**src/rtl/au_inc_seq_pkg.sv**
```systemverilog
// Shared definitions for the sequential arith-unit blocks: FSM state
// encodings and the slice-index width helper.
package au_inc_seq_pkg;

  localparam logic [1:0] AU_ST_IDLE = 2'd0;
  localparam logic [1:0] AU_ST_RUN  = 2'd1;
  localparam logic [1:0] AU_ST_DONE = 2'd2;

  typedef enum logic [1:0] {
    ST_IDLE = AU_ST_IDLE,
    ST_RUN  = AU_ST_RUN,
    ST_DONE = AU_ST_DONE
  } au_state_t;

  // A one-slice operand still gets a 1-bit index register.
  function automatic int idx_width(input int n);
    return (n > 1) ? $clog2(n) : 1;
  endfunction

endpackage

```
**src/rtl/au_inc_seq_inc.sv**
```systemverilog
// AU_inc: combinational +1 of a WIDTH-bit operand. ARCH picks how the
// prefix-AND carry chain is built (0 ripple, 1 Kogge-Stone, 2 flat per bit).
module AU_inc #(
  parameter int WIDTH = 8,
  parameter int ARCH  = 0
) (
  input  logic [WIDTH-1:0] i_a,
  output logic [WIDTH-1:0] o_z
);

  // w_gen[i] is the carry "generate" into bit i: constant 1 at bit 0.
  logic [WIDTH-1:0] w_gen;
  logic [WIDTH-1:0] w_carry;

  genvar gi;
  generate
    for (gi = 0; gi < WIDTH; gi++) begin : g_gen
      if (gi == 0) begin : g_lsb
        assign w_gen[gi] = 1'b1;
      end else begin : g_up
        assign w_gen[gi] = i_a[gi-1];
      end
    end

    if (ARCH == 1) begin : g_ks
      always_comb begin
        logic [WIDTH-1:0] v_lvl;
        logic [WIDTH-1:0] v_nxt;
        v_lvl = w_gen;
        v_nxt = w_gen;
        for (int l = 0; (1 << l) < WIDTH; l++) begin
          v_nxt = v_lvl;
          for (int i = (1 << l); i < WIDTH; i++) begin
            v_nxt[i] = v_lvl[i] & v_lvl[i-(1<<l)];
          end
          v_lvl = v_nxt;
        end
        w_carry = v_lvl;
      end
    end else if (ARCH == 2) begin : g_flat
      for (gi = 0; gi < WIDTH; gi++) begin : g_bit
        assign w_carry[gi] = &w_gen[gi:0];
      end
    end else begin : g_ripple
      always_comb begin
        logic v_c;
        v_c     = 1'b1;
        w_carry = '0;
        for (int i = 0; i < WIDTH; i++) begin
          v_c        = v_c & w_gen[i];
          w_carry[i] = v_c;
        end
      end
    end
  endgenerate

  assign o_z = i_a ^ w_carry;

endmodule

```
**src/rtl/au_inc_seq.sv**
```systemverilog
// Multi-cycle wide incrementer: one shared AU_inc slice walks the operand
// LSB-first and stops at the first slice that does not overflow.
module au_inc_seq
  import au_inc_seq_pkg::*;
#(
  parameter int SLICE  = 8,
  parameter int NSLICE = 4,
  parameter int ARCH   = 0
) (
  input  logic                    clk,
  input  logic                    rst_n,
  input  logic                    start,
  input  logic [SLICE*NSLICE-1:0] a,
  output logic                    ready,
  output logic                    busy,
  output logic                    done,
  output logic [SLICE*NSLICE-1:0] z,
  output logic                    cout
);

  localparam int WIDTH = SLICE * NSLICE;
  localparam int IDX_W = idx_width(NSLICE);

  au_state_t              r_state;
  au_state_t              w_state_next;
  logic [IDX_W-1:0]       r_idx;
  logic [WIDTH-1:0]       r_z;
  logic                   r_cout;

  logic [31:0]            w_base;
  logic [SLICE-1:0]       w_slice;
  logic [SLICE-1:0]       w_inc_z;
  logic                   w_all_ones;
  logic                   w_last;
  logic                   w_ready;
  logic                   w_accept;

  assign w_base     = 32'(r_idx) * 32'(SLICE);
  assign w_slice    = r_z[w_base +: SLICE];
  // Overflow is judged on the input slice, not recovered from the incrementer.
  assign w_all_ones = &w_slice;
  assign w_last     = (r_idx == IDX_W'(NSLICE - 1));
  assign w_ready    = (r_state == ST_IDLE) || (r_state == ST_DONE);
  assign w_accept   = w_ready && start;

  AU_inc #(
    .WIDTH (SLICE),
    .ARCH  (ARCH)
  ) u_inc (
    .i_a (w_slice),
    .o_z (w_inc_z)
  );

  always_comb begin
    w_state_next = r_state;
    unique case (r_state)
      ST_IDLE: if (start) w_state_next = ST_RUN;
      ST_RUN:  w_state_next = (w_all_ones && !w_last) ? ST_RUN : ST_DONE;
      ST_DONE: w_state_next = start ? ST_RUN : ST_IDLE;
      default: w_state_next = ST_IDLE;
    endcase
  end

  always_ff @(posedge clk or negedge rst_n) begin
    if (!rst_n) begin
      r_state <= ST_IDLE;
      r_idx   <= '0;
      r_z     <= '0;
      r_cout  <= 1'b0;
    end else begin
      r_state <= w_state_next;
      if (w_accept) begin
        r_z    <= a;
        r_idx  <= '0;
        r_cout <= 1'b0;
      end else if (r_state == ST_RUN) begin
        r_z[w_base +: SLICE] <= w_inc_z;
        if (w_all_ones) begin
          if (w_last) r_cout <= 1'b1;
          else        r_idx  <= r_idx + 1'b1;
        end
      end
    end
  end

  assign ready = w_ready;
  assign busy  = (r_state == ST_RUN);
  assign done  = (r_state == ST_DONE);
  assign z     = r_z;
  assign cout  = r_cout;

endmodule

```
**config.mk**
```make
export PLATFORM = sky130hd
export DESIGN_NAME = au_inc_seq
export DESIGN_NICKNAME = d
export VERILOG_FILES = /design/src/rtl/au_inc_seq_pkg.sv /design/src/rtl/au_inc_seq_inc.sv /design/src/rtl/au_inc_seq.sv
export SDC_FILE = /design/constraint.sdc
export NUM_CORES = 1
export LEC_CHECK = 0
export BUFFER_PORTS_ARGS = -buffer_cell sky130_fd_sc_hd__buf_2
export CAP_MARGIN = 10
export CORE_ASPECT_RATIO = 1.5
export CORE_MARGIN = 1
export CORE_UTILIZATION = 40
export CTS_CLUSTER_DIAMETER = 200
export CTS_CLUSTER_SIZE = 20
export DETAILED_ROUTE_END_ITERATION = 16
export PLACE_DENSITY_LB_ADDON = 0.05
export SYNTH_ARGS = -nofsm -noshare
export SYNTH_HDL_FRONTEND = slang
export SYNTH_HIERARCHICAL = 1
export SYNTH_SLANG_ARGS = --single-unit
export TNS_END_PERCENT = 5
```
**constraint.sdc**
```tcl
create_clock -name clk -period 8.25 [get_ports clk]
set_input_delay 0.4125 -clock clk [delete_from_list [all_inputs] [get_ports clk]]
set_output_delay 0.4125 -clock clk [all_outputs]
set_load 0.1 [all_outputs]
```
==> impl_metrics.csv <==
group,metric,value,unit
cells_and_area,design_area,2480,um^2
routing,num_vias,1742,
cells_and_area,seqCellArea,926,um^2
floorplanning,core,4810,um^2
cells_and_area,mostFrequentLayoutCells,"buf_2 (70), inv_1 (37), dfrtp_1 (37), a222oi_1 (32), ha_1 (10)",
routing,drc,0,
floorplanning,die_w,59.7,um
clocking,hold_buffers,0,
timing,rsz0062_at_grt,"no",
timing,slew-limit-headroom,26.2,%
clocking,worst_skew_pair.late_latency,0.29,ns
yosys,synth-compound-area-share,17.4,%
clocking,postCtsSetupBuffers,0,
power,clkPwrFrac,19.2,%
yosys,ys_types,25,
cells_and_area,fin_nets,279,
critical_path,cp_slowest_cell,"dfrtp_1",
yosys,netlist_area,2000,um^2
yosys,synthAdderAreaFrac,6.25,%
power,max-vdd-ir-drop,0.168,mV
timing,finalClockSkew,0.00733,ns
run,drv_cap,0,
floorplanning,die_area,5290,um^2
routing,ant_nets,0,
power,p_seq_share,33.9,%
cells_and_area,n_fill_cell,475,
grt,antenna_found_initial,0,
outcome,outcome,"complete, no violations",
yosys,synth_warnings,6,
clocking,root_buffer,"clkbuf_8",
timing,min_period_over_period,40.6,%
critical_path,cp_data_arrival_time,3.52,ns
yosys,ys_seq_area_share,46.3,%
critical_path,critical_path.max_stage_delay,0.81,ns
routing,drtPass1Iterations,7,
routing,drt-total-wl,5.67,mm
power,p_switching,338,uW
grt,grt_pass1_wl,8.49,mm
cells_and_area,multi_input_area,887,um^2
grt,first_global_vias,1698,
power,comb_power_share,46.9,%
floorplanning,placementRows,31,
cells_and_area,final_common_cell,"buf_2",
placed_design,hpwl,3.97,mm
yosys,synthCells,164,
critical_path,crit_chain,"mux4_2 -> ha_1 -> ha_1 -> ha_1 -> ha_1 -> ha_1 -> ha_1 -> xor2_1 -> a222oi_1 -> inv_1",
timing,fin_setup_tns,0,ns
placed_design,numPortBuffers,70,
cells_and_area,drive_gt1_share,38.9,%
timing,hold_viol_final,0,
clocking,cts-htree-levels,2,
clocking,clkTransAtPathRegs,0.07,ns
yosys,synth_nets,209,
power,p_int,332,uW
clocking,cts_tree,"built",
yosys,synthMuxAreaShare,10.6,%
placed_design,dp.cells,293,
routing,drt-vias-per-instance,5.81,
critical_path,worst-setup-path-type,"register to register",
yosys,synth-simple-area-share,9.57,%
power,leakagePower,0.00131,uW
critical_path,cp_common_cell,"ha_1",
floorplanning,io_pins,71,
timing,slew_viol_final,0,
grt,grt_usage,22.6,%
critical_path,start_kind,"register",
yosys,synth_top_family_by_area,"compound AO/OA/AOI/OAI gates",
clocking,cts_buffers,5,
placed_design,gp_congestion,0.806,
placed_design,dpl_cell_area,2390,um^2
clocking,clock_sinks,37,
floorplanning,start_util,41.6,%
power,p_per_area,270,nW/um^2
routing,avgRoutedWirePerCell,18.9,um
cells_and_area,antenna_cells,0,
critical_path,required,8.42,ns
routing,drt_iter0_markers,243,
cells_and_area,area_growth,23.9,%
yosys,synth_area_per_cell,12.2,um^2
timing,fin_crit,3.35,ns
yosys,ys_seq_elements,37,
power,swShare,50.5,%
clocking,clockBufferDepth,2,
grt,overflow,0,
timing,worst_slew_pin_slew,1.10,ns
timing,setup_viol,0,
yosys,synthXorXnorAreaFrac,0.438,%
clocking,cts-resized-gates,0,
timing,max_clock_freq,299,MHz
hold_path,min_path_type,"input pin to async pin",
critical_path,end_kind,"register",
grt,grt_max_degree,38,
critical_path,worstPathMaxFanout,16,
cells_and_area,stdcell_count,300,
floorplanning,die_h,88.6,um
-- cells in the mapped netlist --
master | n | area share, %
nor4_2 | 3 | 1.9
buf_6 | 1 | 0.56
a222oi_1 | 32 | 16
o21a_1 | 1 | 0.38
nand4_2 | 1 | 0.63
nor2_1 | 1 | 0.19
or2_1 | 1 | 0.31
nor3_1 | 2 | 0.50
buf_2 | 2 | 0.50
buf_8 | 1 | 0.75
mux2i_1 | 2 | 1.0
nand4_4 | 1 | 1.1
ha_1 | 10 | 6.3
dfrtp_1 | 37 | 46
mux4_2 | 5 | 5.6
nand2_1 | 8 | 1.5
a21oi_1 | 4 | 1.0
nand2b_1 | 2 | 0.63
clkbuf_1 | 3 | 0.56
xor2_1 | 1 | 0.44
nor4b_2 | 3 | 2.3
inv_1 | 37 | 6.9
mux4_1 | 3 | 3.9
buf_1 | 1 | 0.19
nor2b_1 | 2 | 0.63
-- registers in the layout (all words and copies together), names as in the netlist --
name / flops
r_idx: 2
cout: 1
r_state: 2
z: 32
-- worst max-delay path, delay by kind of cell (launching register included) --
kind,cells,cell delay (ns)
AOI/OAI and AO/OA,1,0.34
xor gates and xnor gates,1,0.20
DFF,1,0.81
muxes,1,0.66
adders and majority gates,6,1.14
buffers and inverters,1,0.07
-- per-layer routing --
metal / GRT usage [%] / vias up / wire length, um
met2: 39.2 / 93 / 3010
met4: 12.3 / 0 / 57
met1: 25.4 / 863 / 2150
met3: 4.82 / 6 / 450
met5: 0 / - / 0
li1: - / 780 / -
-- stage by stage --
stage / power, uW / hold slack, ns / util (%) / setup slack [ns]
final: 670 / 0.206 / 51.5 / 4.90
after floorplan: 480 / 0.117 / - / 5.12
after detailed placement: 545 / 0.477 / 49.7 / 4.91
after global routing: 694 / 0.285 / 51.5 / 4.71
after global placement: 543 / 0.470 / 49.7 / 5.00
after CTS: 674 / 0.250 / 51.5 / 4.90
-- cell type report --
type                            count  area share (%)
Clock buffer                        7            3.48
Inverter                           37            5.60
Multi-Input combinational cell     82            35.8
Sequential cell                    37            37.4
Tap cell                           66            3.33
Timing Repair Buffer               71            14.4
-- final timing paths --
| check | startpoint | end | slack, ns | cells after the start |
|---|---|---|---|---|
| setup / recovery | r_idx[0] | z[31] | 4.90 | 10 |
| hold / removal | rst_n | r_state[0] | 0.21 | 1 |
| setup reg to reg | r_idx[0] | z[31] | 4.90 | 10 |
| hold reg to reg | cout | cout | 0.49 | 1 |
| max in group asynchronous | rst_n | z[17] | 7.51 | 1 |
| min in group clk | a[24] | z[24] | 0.36 | 3 |
-- power by group through the flow --
stage / Clock [uW] / Combinational (uW) / Sequential (uW)
after floorplan: 0 / 77.8 / 403
after global placement: 0 / 313 / 230
after detailed placement: 0 / 315 / 230
after CTS: 132 / 315 / 227
after global routing: 137 / 328 / 229
final: 128 / 314 / 227
-- kinds of logic (layout without fill, tap and decap cells) --
| group | after synthesis | count (layout) |
|---|---|---|
| buf+inv | 45 | 115 |
| compound gates | 37 | 37 |
| mux | 10 | 10 |
| fa+ha+maj | 10 | 10 |
| simple gates | 24 | 24 |
| flops | 37 | 37 |
| xor+xnor | 1 | 1 |
Power figures use the tool's default switching activity.
